[src/rtl/lcd_ctrl_pkg.sv]
// Shared types and constants for the 8x8 image / 4x4 window LCD controller.
// Includes the window-pixel address helper used by the top-level read path.
package lcd_ctrl_pkg;

    localparam int DW          = 8;
    localparam int IMG_W       = 8;
    localparam int WIN         = 4;
    localparam int AW          = 6;
    localparam logic [2:0] ORIGIN_MAX  = 3'd4;
    localparam logic [2:0] ORIGIN_INIT = 3'd2;

    typedef enum logic [2:0] {
        CMD_REFLASH  = 3'd0,
        CMD_LOAD     = 3'd1,
        CMD_SHIFT_R  = 3'd2,
        CMD_SHIFT_L  = 3'd3,
        CMD_SHIFT_U  = 3'd4,
        CMD_SHIFT_D  = 3'd5,
        CMD_ZOOM_IN  = 3'd6,
        CMD_ZOOM_OUT = 3'd7
    } cmd_e;

    typedef enum logic {
        MODE_FIT  = 1'b0,
        MODE_ZOOM = 1'b1
    } mode_e;

    typedef enum logic [1:0] {
        ST_IDLE   = 2'd0,
        ST_LOAD   = 2'd1,
        ST_OUTPUT = 2'd2
    } state_e;

    // Raster address of window pixel idx (row-major within the 4x4 window).
    // FIT samples the odd rows/cols, so the address is just {i,1,j,1}.
    function automatic logic [AW-1:0] pix_addr(input mode_e mode, input logic [2:0] row,
                                               input logic [2:0] col, input logic [3:0] idx);
        logic [2:0] r;
        logic [2:0] c;
        if (mode == MODE_ZOOM) begin
            r = row + {1'b0, idx[3:2]};
            c = col + {1'b0, idx[1:0]};
        end else begin
            r = {idx[3:2], 1'b1};
            c = {idx[1:0], 1'b1};
        end
        return {r, c};
    endfunction

endpackage

[src/rtl/lcd_ctrl_img_mem.sv]
// 64-byte image store: synchronous write, combinational read so the
// controller can register the selected pixel on the same edge it addresses it.
module lcd_img_mem #(
    parameter int DW    = 8,
    parameter int DEPTH = 64
) (
    input  logic                     clk,
    input  logic                     we_i,
    input  logic [$clog2(DEPTH)-1:0] waddr_i,
    input  logic [DW-1:0]            wdata_i,
    input  logic [$clog2(DEPTH)-1:0] raddr_i,
    output logic [DW-1:0]            rdata_o
);

    logic [DW-1:0] mem_q [DEPTH];

    always_ff @(posedge clk) begin
        if (we_i) begin
            mem_q[waddr_i] <= wdata_i;
        end
    end

    assign rdata_o = mem_q[raddr_i];

endmodule

[src/rtl/lcd_ctrl.sv]
// LCD window controller: loads an 8x8 image, applies one command at a time
// and streams the 16 pixels of the resulting 4x4 window.
module lcd_ctrl #(
    parameter int DW    = 8,
    parameter int IMG_W = 8,
    parameter int WIN   = 4
) (
    input  logic          clk,
    input  logic          reset,
    input  logic [DW-1:0] datain,
    input  logic [2:0]    cmd,
    input  logic          cmd_valid,
    output logic [DW-1:0] dataout,
    output logic          output_valid,
    output logic          busy
);
    import lcd_ctrl_pkg::*;

    localparam int DEPTH = IMG_W * IMG_W;
    localparam int CW    = $clog2(WIN * WIN);
    localparam logic [AW-1:0] LAST_ADDR = AW'(DEPTH - 1);

    state_e        state_q;
    mode_e         mode_q, mode_d;
    logic [2:0]    row_q, row_d;
    logic [2:0]    col_q, col_d;
    logic [AW-1:0] load_cnt_q;
    logic [CW-1:0] out_cnt_q;
    logic [DW-1:0] dataout_q;
    logic          output_valid_q;
    logic          busy_q;
    logic [AW-1:0] raddr;
    logic [DW-1:0] rdata;
    logic          mem_we;

    // Window state that the incoming command would produce; only committed on acceptance.
    always_comb begin
        mode_d = mode_q;
        row_d  = row_q;
        col_d  = col_q;
        case (cmd_e'(cmd))
            CMD_LOAD: begin
                mode_d = MODE_FIT;
                row_d  = ORIGIN_INIT;
                col_d  = ORIGIN_INIT;
            end
            CMD_SHIFT_R: if (mode_q == MODE_ZOOM && col_q < ORIGIN_MAX) col_d = col_q + 3'd1;
            CMD_SHIFT_L: if (mode_q == MODE_ZOOM && col_q > 3'd0)       col_d = col_q - 3'd1;
            CMD_SHIFT_U: if (mode_q == MODE_ZOOM && row_q > 3'd0)       row_d = row_q - 3'd1;
            CMD_SHIFT_D: if (mode_q == MODE_ZOOM && row_q < ORIGIN_MAX) row_d = row_q + 3'd1;
            CMD_ZOOM_IN: begin
                if (mode_q == MODE_FIT) begin
                    mode_d = MODE_ZOOM;
                    row_d  = ORIGIN_INIT;
                    col_d  = ORIGIN_INIT;
                end
            end
            CMD_ZOOM_OUT: mode_d = MODE_FIT;
            default: ;
        endcase
    end

    // In IDLE the first pixel is fetched with the post-command window so it can go out next cycle.
    always_comb begin
        if (state_q == ST_IDLE) begin
            raddr = pix_addr(mode_d, row_d, col_d, '0);
        end else begin
            raddr = pix_addr(mode_q, row_q, col_q, out_cnt_q);
        end
    end

    assign mem_we = (state_q == ST_LOAD) && !reset;

    lcd_img_mem #(
        .DW    (DW),
        .DEPTH (DEPTH)
    ) u_img_mem (
        .clk     (clk),
        .we_i    (mem_we),
        .waddr_i (load_cnt_q),
        .wdata_i (datain),
        .raddr_i (raddr),
        .rdata_o (rdata)
    );

    always_ff @(posedge clk) begin
        if (reset) begin
            state_q        <= ST_IDLE;
            mode_q         <= MODE_FIT;
            row_q          <= ORIGIN_INIT;
            col_q          <= ORIGIN_INIT;
            load_cnt_q     <= '0;
            out_cnt_q      <= '0;
            dataout_q      <= '0;
            output_valid_q <= 1'b0;
            busy_q         <= 1'b0;
        end else begin
            case (state_q)
                ST_IDLE: begin
                    if (cmd_valid) begin
                        mode_q     <= mode_d;
                        row_q      <= row_d;
                        col_q      <= col_d;
                        busy_q     <= 1'b1;
                        load_cnt_q <= '0;
                        if (cmd_e'(cmd) == CMD_LOAD) begin
                            out_cnt_q <= '0;
                            state_q   <= ST_LOAD;
                        end else begin
                            dataout_q      <= rdata;
                            output_valid_q <= 1'b1;
                            out_cnt_q      <= CW'(1);
                            state_q        <= ST_OUTPUT;
                        end
                    end
                end
                ST_LOAD: begin
                    load_cnt_q <= load_cnt_q + AW'(1);
                    if (load_cnt_q == LAST_ADDR) begin
                        dataout_q      <= rdata;
                        output_valid_q <= 1'b1;
                        out_cnt_q      <= CW'(1);
                        state_q        <= ST_OUTPUT;
                    end
                end
                ST_OUTPUT: begin
                    // Counter wraps to zero once the 16th pixel has been issued.
                    if (out_cnt_q == '0) begin
                        dataout_q      <= '0;
                        output_valid_q <= 1'b0;
                        busy_q         <= 1'b0;
                        state_q        <= ST_IDLE;
                    end else begin
                        dataout_q <= rdata;
                        out_cnt_q <= out_cnt_q + CW'(1);
                    end
                end
                default: state_q <= ST_IDLE;
            endcase
        end
    end

    assign dataout      = dataout_q;
    assign output_valid = output_valid_q;
    assign busy         = busy_q;

endmodule

[config.mk]
export PLATFORM = sky130hd
export DESIGN_NAME = lcd_ctrl
export DESIGN_NICKNAME = d
export VERILOG_FILES = /design/src/rtl/lcd_ctrl_pkg.sv /design/src/rtl/lcd_ctrl_img_mem.sv /design/src/rtl/lcd_ctrl.sv
export SDC_FILE = /design/constraint.sdc
export NUM_CORES = 1
export LEC_CHECK = 0
export ABC_AREA = 1
export BUFFER_PORTS_ARGS = -buffer_cell sky130_fd_sc_hd__buf_4
export CAP_MARGIN = 20
export CORE_MARGIN = 10
export CORE_UTILIZATION = 30
export CTS_CLUSTER_DIAMETER = 40
export DETAILED_ROUTE_END_ITERATION = 8
export GPL_ROUTABILITY_DRIVEN = 0
export GPL_TIMING_DRIVEN = 0
export SYNTH_ARGS = -nofsm -noshare
export SYNTH_HDL_FRONTEND = slang
export SYNTH_SLANG_ARGS = --single-unit
[constraint.sdc]
create_clock -name clk -period 3.2 [get_ports clk]
set_clock_uncertainty 0.05 [all_clocks]
set_input_delay 0.32 -clock clk [delete_from_list [all_inputs] [get_ports clk]]
set_output_delay 0.32 -clock clk [all_outputs]
set_load 0.02 [all_outputs]
* Yosys cells after proc, flatten, opt, wreduce, memory -nomap -nowiden *
Memory sizes are Yosys's and may differ from the RTL's.
Index checks and enable logic that the tools add are counted.

operators by class
  $lt $le $gt $ge = 4
  add/sub/neg operators = 8
  reduce and logical (&&, ||, !) cells = 19
  multiplexer cells = 40
  eq/ne operators = 15

operator list
  kind                   count
  $mux W8                4
  $mux W3                10
  $pmux W3 S4            2
  $pmux W8 S3            1
  $eq A3 B3 Y1 const B   4
  $mux W4                3
  $mux W6                2
  $pmux W4 S3            1
  $pmux W6 S2            1
  $mux W1                8
  $mux W2                4
  $ne A2 B2 Y1 const B   4
  $reduce_and A4 Y1      2
  $add A3 B1 Y3 const B  2
  $add A3 B2 Y3          2
  $add A6 B1 Y6 const B  1
  $eq A3 B2 Y1 const B   2
  $eq A6 B6 Y1 const B   1
  $gt A3 B1 Y1 const B   2
  $lt A3 B3 Y1 const B   2
  $pmux W2 S3            1
  $reduce_and A3 Y1      2
  $sub A3 B1 Y3 const B  2
  $logic_and A1 B1 Y1    5
  other kinds (15)       18

word-level totals
  memory bits (writable) = 512
  input bits = 14
  memories kept = 1
  register bits after elaboration = 29
  output and inout port bits = 10
  word-level logic and storage cells = 96

memories
  memory           depth  bits a word  read ports  clocked after Yosys merged registers in  write ports  line                    RTL
  u_img_mem.mem_q  64     8            1           0                                        1            lcd_ctrl_img_mem.sv:15  logic [DW-1:0] mem_q [DEPTH];

* Depth between registers and ports, before layout *
Gate-level depths: netlist of the first run.
An unclocked memory read counts as a cell.

  word-level depth = 10
  mapped depth = 20

* Modules after synthesis *
Synthesis of the first run repeated with hierarchy kept, for this count alone.

second synthesis, totals
  cells, all modules = 2152
  area total of the unflattened synthesis = 23413.7 sq um

modules (own cells, without submodules)
  module       area each (sq um)  instances  cells an instance
  lcd_img_mem  21179.1            1          1797
  lcd_ctrl     2234.6             1          355

* Worst setup path after synthesis of the first run *
Ideal clock, no wire load.

  path type = reg-to-reg
  start = register state_q[1]
  end = memory u_img_mem.mem_q[48][0] (enable)
  clock period less this slack = 2.642 ns
  library setup time = 0.395 ns
  stages on the path, launching flop included = 8
  data arrival time = 2.197 ns
  path buffers = 1
  setup slack = 0.558 ns
  cells stage by stage = dfxtp_1 -> inv_1 -> ha_1 -> inv_1 -> nor2_1 -> clkbuf_1 -> nand4_1 -> nor4_1

on the way
  cells in the longest elaborated chain, start to end = 4

RTL lines
  item                           line                    RTL
  from (decl)                    lcd_ctrl.sv:23          state_e state_q;
  from (signal assigned)         lcd_ctrl.sv:88          state_q <= ST_IDLE;
  from (signal assigned)         lcd_ctrl.sv:108         state_q <= ST_LOAD;
  from (signal assigned)         lcd_ctrl.sv:113         state_q <= ST_OUTPUT;
  $eq A2 B1 Y1                   lcd_ctrl.sv:72          assign mem_we = (state_q == ST_LOAD) && !reset;
  $logic_and A1 B1 Y1            lcd_ctrl.sv:72
  $mux W1                        lcd_ctrl_img_mem.sv:18  if (we_i) begin
  $mux W1 (not written as such)  lcd_ctrl_img_mem.sv:19  mem_q[waddr_i] <= wdata_i;
  to (decl)                      lcd_ctrl_img_mem.sv:15

No other way between the ends.

* Worst setup path after layout of the first run *
  start = register state_q[1]
  end = memory u_img_mem.mem_q[12][0] (enable)

The elaborated chain is that of the path after synthesis.

==> results of run 1 <==
==> power by group through the flow <==
stage	clock (mW)	sequential [mW]	combinational [mW]
floorplan	0	8.15	3.37
global placement	0	8.09	5.61
detailed placement	0	8.10	5.70
CTS	9.40	7.96	5.90
global route	9.74	7.97	6.76
finish	9.34	7.96	6.36
==> what timing repair did <==
item | 4_1_cts | 5_1_grt
hold buffers | 1 | 0
setup buffers | 1 | 3
endpoints found under the setup margin | 52 | 356
pin swaps | 1 | 7
gates resized for setup | 65 | 151
endpoints found under the hold margin | 2 | 0
==> cell families after synthesis <==
logic type	Yosys count	share of synthesized area, %
simple gates	1227	24.2
compound gates	64	1.72
buf+inv	217	4.35
flops	541	68.8
fa+ha+maj	17	0.982
==> state kept, by name, indices dropped and copies added (netlist names) <==
register         flops
u_img_mem.mem_q    512
dataout              8
load_cnt_q           6
out_cnt_q            4
col_q                3
row_q                3
state_q              2
busy                 1
mode_q               1
output_valid         1
==> layout make-up <==
class	count	area [sq um]
buffer	130	947
clock buffer	84	2060
clock inverter	63	797
fill	7336	48000
inverter	86	325
multi-input combinational	1308	6630
sequential	541	16000
tap	1030	1290
timing repair buffer	36	305
==> critical path: cells and delay by family (launching register included) <==
kind / cells / cell delay, ns
adder cells (fa/ha/maj): 1 / 0.32
buffers and inverters: 3 / 0.50
flip-flops: 1 / 0.33
AND/OR/NAND/NOR: 3 / 1.74
==> worst max path at each step <==
stage,from,to,cells after the start
detailed placement,col_q[0],dataout[1],18
finish,state_q[1],u_img_mem.mem_q[12][0],7
global placement,state_q[1],u_img_mem.mem_q[53][3],7
floorplan,state_q[1],u_img_mem.mem_q[48][0],7
global route,state_q[1],u_img_mem.mem_q[12][0],7
CTS,state_q[1],u_img_mem.mem_q[37][6],7
==> through the flow <==
step,instance area (sq um),worst slack [ns],total power [mW],util [%],hold WS [ns]
after floorplan,23200,0.558,11.5,-,0.348
after global placement,24600,-0.766,13.7,32.3,0.410
after detailed placement,24800,-0.386,13.8,32.4,0.413
after CTS,27800,-0.0242,23.3,36.4,0.0705
after global routing,28300,-0.238,24.5,37.1,0.142
final,28300,-0.134,23.7,37.1,0.0916
==> layout by cell type (no fill, tap or decap), drive strengths merged, types with 15 or more instances in the layout <==
cell and count:
edfxtp 512, inv 103, a21oi 25, nor2 81
nand3 651, ha 15, nand3b 23, dfxtp 29
clkinv 23, nand2 444, clkbuf 124, buf 125
==> layer usage <==
| metal | vias to the layer above | routed length, um | part of all wire, % |
|---|---|---|---|
| met3 | 170 | 7660 | 10 |
| li1 | 7690 | - | - |
| met2 | 927 | 34000 | 46 |
| met1 | 8560 | 30000 | 40 |
| met4 | 2 | 2560 | 3.5 |
| met5 | - | 50 | 0.067 |
==> out/metrics.yaml, run 1 <==
outcome: "complete, but fails checks"
violations: "setup timing"
ys_ff_latch: 541
hold_viol: 0
min_period_ns: 3.33
vias: 17300
start_util_pct: 30.4
worstPathRequired_ns: 3.38
async_flop_share_pct: 0
p_seq_share_pct: 33.6
grt_usage_pct: 16.2
syn_inst: 2066
num_io_pins: 24
yosys.area.top_type: "edfxtp_1"
p_int_mw: 15.7
synth-seq-area-share_pct: 68.8
dp_hpwl_um: 49100
max_slew_margin_pct: 23.8
synth_common_cells: "nand3_1, edfxtp_1, nand2_1"
critPathMaxFanout: 10
p_comb_share_pct: 26.9
grt-ovfl-total: 0
use_met3_pct: 4.20
syn_area_sq_mm: 0.0232
end_kind: "flip-flop"
use_met1_pct: 21.1
final_cells: 3278
grt_pass1_wl_um: 109000
die_x_um: 298
tns_ns: -4.90
hold_start: "cmd_valid"
p_sw_share_pct: 33.7
synth_flop_cell: "edfxtp_1"
clock_latency_ns: 0.61
use_met2_pct: 25.3
peakVddDrop_mv: 0.377
ys_warn_count: 0
viasPerCell: 5.29
tightestPinTransition_ns: 1.14
top_usage_layer: "met2"
port_buffers: 21
ant_nets: 0
slowest_stage: "nor2_1"
timing.rr.end: "u_img_mem.mem_q[12][0]"
synth_area_per_cell_sq_um: 11.2
drive_gt1_share_pct: 17.9
clk_path_buf_depth: 3
netlist_top_cells_area: "edfxtp_1, nand3_1, nand2_1, dfxtp_1, buf_2"
placed_cells: 3125
slowest_delay_ns: 1.06
hold_class: "primary input to flip-flop"
p_sw_mw: 7.98
rr_startpoint: "state_q[1]"
synth_edf_count: 512
arrival_ns: 3.51
first_global_vias: 16600
fmax_mhz: 300
yosys.cell_types.count: 40
coreArea_sq_mm: 0.0763
initialDrtViolationCount: 2297
finalSetupViolCount: 88
area_growth_pct: 22.1
setup_ws_ns: -0.134
synth_top_area_share_pct: 66.3
htree_levels: 3
yosysMostFrequentCell: "nand3_1"
clkPwrFrac_pct: 39.5
cts_root_buffer: "clkbuf_16"
rr_worst_depth: 7
finalCritPeriodShare_pct: 104
crit_chain: "inv_1 -> ha_1 -> inv_1 -> nor2_1 -> clkbuf_1 -> nand4_1 -> nor2_1"
grt_max_degree: 65
drv_cap: 0
die_area_sq_mm: 0.0888
holdPathStages: 4
critPathLaunchType: "flip-flop"
powerDensity_mw_per_mm2: 835
rows: 101
wl_per_cell_um: 22.6
slew_violations: 0
dieHeight_um: 298
rsz0062_at_grt: "true"
clock-sinks: 541
synth_fp_nets: 2097
whs_endpoint: "col_q[0]"
drt_wl_total_um: 74200
drc: 0
dr.pass1.iters: 5
leakagePower_nw: 9.98
path_clk_slew_ns: 0.05
finalNetCount: 2214
cts_made_buffers: 80
rrSetupSlack_ns: -0.13
cts_tree: "done"
diodes: 0
path_class: "flip-flop to flip-flop"
antenna_found_initial: 0
Note: power is estimated with default switching activity, not from simulation.
==> inputs of run 2 (changes only) <==
--- a/config.mk
+++ b/config.mk
@@ -16,4 +16,5 @@
 export GPL_TIMING_DRIVEN = 0
 export SYNTH_ARGS = -nofsm -noshare
 export SYNTH_HDL_FRONTEND = slang
+export SYNTH_HIERARCHICAL = 1
 export SYNTH_SLANG_ARGS = --single-unit
==> run 2 against run 1 <==
The flow still finishes with violations (setup timing). Global-route usage shrank 1.0 points. Sequential power about the same. Cell count is 3.3% higher. Wire length fell by 4.8%. Setup slack improved by 0.0076 ns. Clock power is 10% lower. Non-clock buffer count increased by 10. Critical path type unchanged. Largest cell class unchanged. Largest power group unchanged.
==> out/metrics.yaml, run 2 <==
drt_wl_total_um: 70700  # was 74200 um
rows: 102  # was 101
min_period_ns: 3.33  # about the same
top_usage_layer: "met2"  # unchanged
end_kind: "flip-flop"  # unchanged
cts_root_buffer: "clkbuf_16"  # unchanged
startpoint: "state_q[1]"  # unchanged
cts_made_buffers: 77  # was 80
outcome: "complete, but fails checks"  # unchanged
dp_slack_ns: -0.507  # was -0.386 ns
netlist_top_cells_area: "edfxtp_1, nand2_1, nand3_1, dfxtp_1, buf_6"  # was edfxtp_1, nand3_1, nand2_1, dfxtp_1, buf_2
arrival_ns: 3.50  # was 3.51 ns
wl_per_cell_um: 20.9  # was 22.6 um
yosys.area.top_type: "edfxtp_1"  # unchanged
die_area_sq_mm: 0.0896  # was 0.0888 sq mm
place_area_sq_mm: 0.0250  # was 0.0248 sq mm
leakagePower_nw: 10.4  # was 9.98 nW
slew_violations: 0  # unchanged
use_met2_pct: 24.0  # was 25.3%
synth_area_per_cell_sq_um: 10.9  # was 11.2 sq um
crit_chain: "inv_1 -> ha_1 -> inv_1 -> nor2_1 -> clkbuf_1 -> nand4_1 -> nor2_1"  # unchanged
ys_ff_latch: 541  # unchanged
finalSetupViolCount: 64  # was 88
finalCritPeriodShare_pct: 104  # about the same
port_buffers: 20  # was 21
dr.pass1.iters: 6  # was 5
largest_register_ffs: 512  # unchanged
drv_cap: 0  # unchanged
start_util_pct: 30.2  # was 30.4%
violations: "setup timing"  # unchanged
dieHeight_um: 299  # was 298 um
critPathMaxFanout: 9  # was 10
fmax_mhz: 301  # was 300 MHz
rr_startpoint: "state_q[1]"  # unchanged
synth-seq-area-share_pct: 68.1  # was 68.8%
die_x_um: 299  # was 298 um
cpLargestDelayFamily: "simple AND/OR/NAND/NOR gates"  # unchanged
fin_util_pct: 36.9  # was 37.1%
cts_hold_buf: 0  # was 1
htree_levels: 3  # unchanged
initialDrtViolationCount: 1831  # was 2297
drc: 0  # unchanged
grt_max_degree: 65  # unchanged
dp_hpwl_um: 46500  # was 49100 um
clock-sinks: 541  # unchanged
tightestPinTransition_ns: 0.927  # was 1.14 ns
grt_pass1_wl_um: 103000  # was 109000 um
ant_nets: 0  # unchanged
multi_input_comb_area_sq_mm: 0.00685  # was 0.00663 sq mm
nFillCells: 7463  # was 7336
yosysMostFrequentCell: "nand2_1"  # was nand3_1
stdcell_area_sq_mm: 0.0286  # was 0.0283 sq mm
diodes: 0  # unchanged
num_io_pins: 24  # unchanged
drive_gt1_share_pct: 18.1  # was 17.9%
syn_inst: 2152  # was 2066
final_common_cell: "nand2_1"  # was nand3_1
ys_warn_count: 6  # was 0
setup_ws_ns: -0.127  # was -0.134 ns
critPathLaunchType: "flip-flop"  # unchanged
use_met3_pct: 3.24  # was 4.20%
coreArea_sq_mm: 0.0775  # was 0.0763 sq mm
hold_start: "reset"  # was cmd_valid
syn_area_sq_mm: 0.0234  # was 0.0232 sq mm
layout_common_cells: "nand2_1, edfxtp_1, nand3_1"  # was nand3_1, edfxtp_1, nand2_1
hold_viol: 0  # unchanged
slowest_stage: "nor2_1"  # unchanged
use_met1_pct: 19.9  # was 21.1%
ff_latch_area_sq_mm: 0.0160  # about the same
powerDensity_mw_per_mm2: 770  # was 835 mW/mm^2
viasPerCell: 5.08  # was 5.29
synth_edf_count: 512  # unchanged
area_growth_pct: 22.1  # about the same
antenna_found_initial: 0  # unchanged
cts_tree: "done"  # unchanged
path_clk_slew_ns: 0.05  # about the same
max_slew_margin_pct: 38.0  # was 23.8%
crit_buf_inv: 3  # unchanged
path_class: "flip-flop to flip-flop"  # unchanged
hold_class: "primary input to flip-flop"  # unchanged
yosys.cell_types.count: 38  # was 40
peakVddDrop_mv: 0.436  # was 0.377 mV
vias: 17200  # was 17300
worstPathRequired_ns: 3.38  # about the same
async_flop_share_pct: 0  # unchanged
synth_top_area_share_pct: 65.7  # was 66.3%
clk_path_buf_depth: 3  # unchanged
clock_latency_ns: 0.62  # was 0.61 ns
finalNetCount: 2314  # was 2214
first_global_vias: 16500  # was 16600
rrSetupSlack_ns: -0.13  # about the same
grt-ovfl-total: 0  # unchanged
top_register: "u_img_mem/mem_q"  # was u_img_mem.mem_q
slowest_delay_ns: 0.91  # was 1.06 ns
synth_flop_cell: "edfxtp_1"  # unchanged
synth_common_cells: "nand2_1, edfxtp_1, nand3_1"  # was nand3_1, edfxtp_1, nand2_1
grt_usage_pct: 15.2  # was 16.2%
rsz0062_at_grt: "true"  # unchanged
synth_fp_nets: 2183  # was 2097
run 2: cell types whose count changed after synthesis, moves of 20 or more:
cell / previous run / this run
nand2_1: 443 / 750
nand3_1: 649 / 471
buf_6: 2 / 37
buf_2: 65 / 39
nand3b_1: 23 / 0
nor2_1: 79 / 101
inv_1: 76 / 56
run 2: cell type report:
cell class | instances | share of cell area, %
tap | 1040 | 4.55
multi-input combinational | 1425 | 24.0
buffer | 123 | 4.20
clock inverter | 49 | 1.89
clock buffer | 92 | 7.09
sequential | 541 | 55.9
inverter | 62 | 0.871
timing repair buffer | 53 | 1.58
run 2: stage by stage:
stage / TNS, ns / power, mW / hold slack, ns / cells
finish: -3.98 / 22.0 / 0.0782 / 3385
global placement: -49.70 / 12.9 / 0.429 / 3212
CTS: -7.96 / 21.5 / 0.0505 / 3361
global route: -20.33 / 22.9 / 0.0697 / 3385
detailed placement: -12.11 / 13.0 / 0.423 / 3220
floorplan: 0 / 11.2 / 0.369 / 2152
run 2: path summary, 6_finish.rpt:
path | to | cells after the start
worst min-delay path | out_cnt_q[1] | 2
worst max-delay path | u_img_mem/mem_q[62][4] | 7
worst max register to register | u_img_mem/mem_q[62][4] | 7
worst min register to register | output_valid | 2
run 2: cells by family after synthesis:
kind of cell    synth area share [%]
compound gates                  1.22
fa+ha+maj                      0.973
simple gates                    24.8
flops                           68.1
buf+inv                         4.83
run 2: power by group:
group / internal (mW) / leakage, nW / switching, mW
sequential: 7.85 / 4.84 / 0.0794
combinational: 1.86 / 4.31 / 3.81
clock: 5.22 / 1.22 / 3.18
run 2: worst register-to-register path, stage by stage, from the launching register on:
cell	delay, ns
dfxtp_1	0.33
inv_1	0.10
ha_1	0.25
inv_1	0.17
nor2_1	0.24
clkbuf_1	0.33
nand4_1	0.56
nor2_1	0.91
run 2: repair_timing:
item                                    CTS  global route
endpoints found under the setup margin  218           484
resized for setup                        83           168
buffers inserted                          0            23
gates cloned                              0             2
endpoints found under the hold margin     0             0
pin swaps                                 0            15
run 2: per-layer routing:
layer  vias up  part of all wire (%)
met5         -                     0
met4         0                   4.2
met3       190                   8.8
met2       809                    46
met1      8403                    41
li1       7777                     -
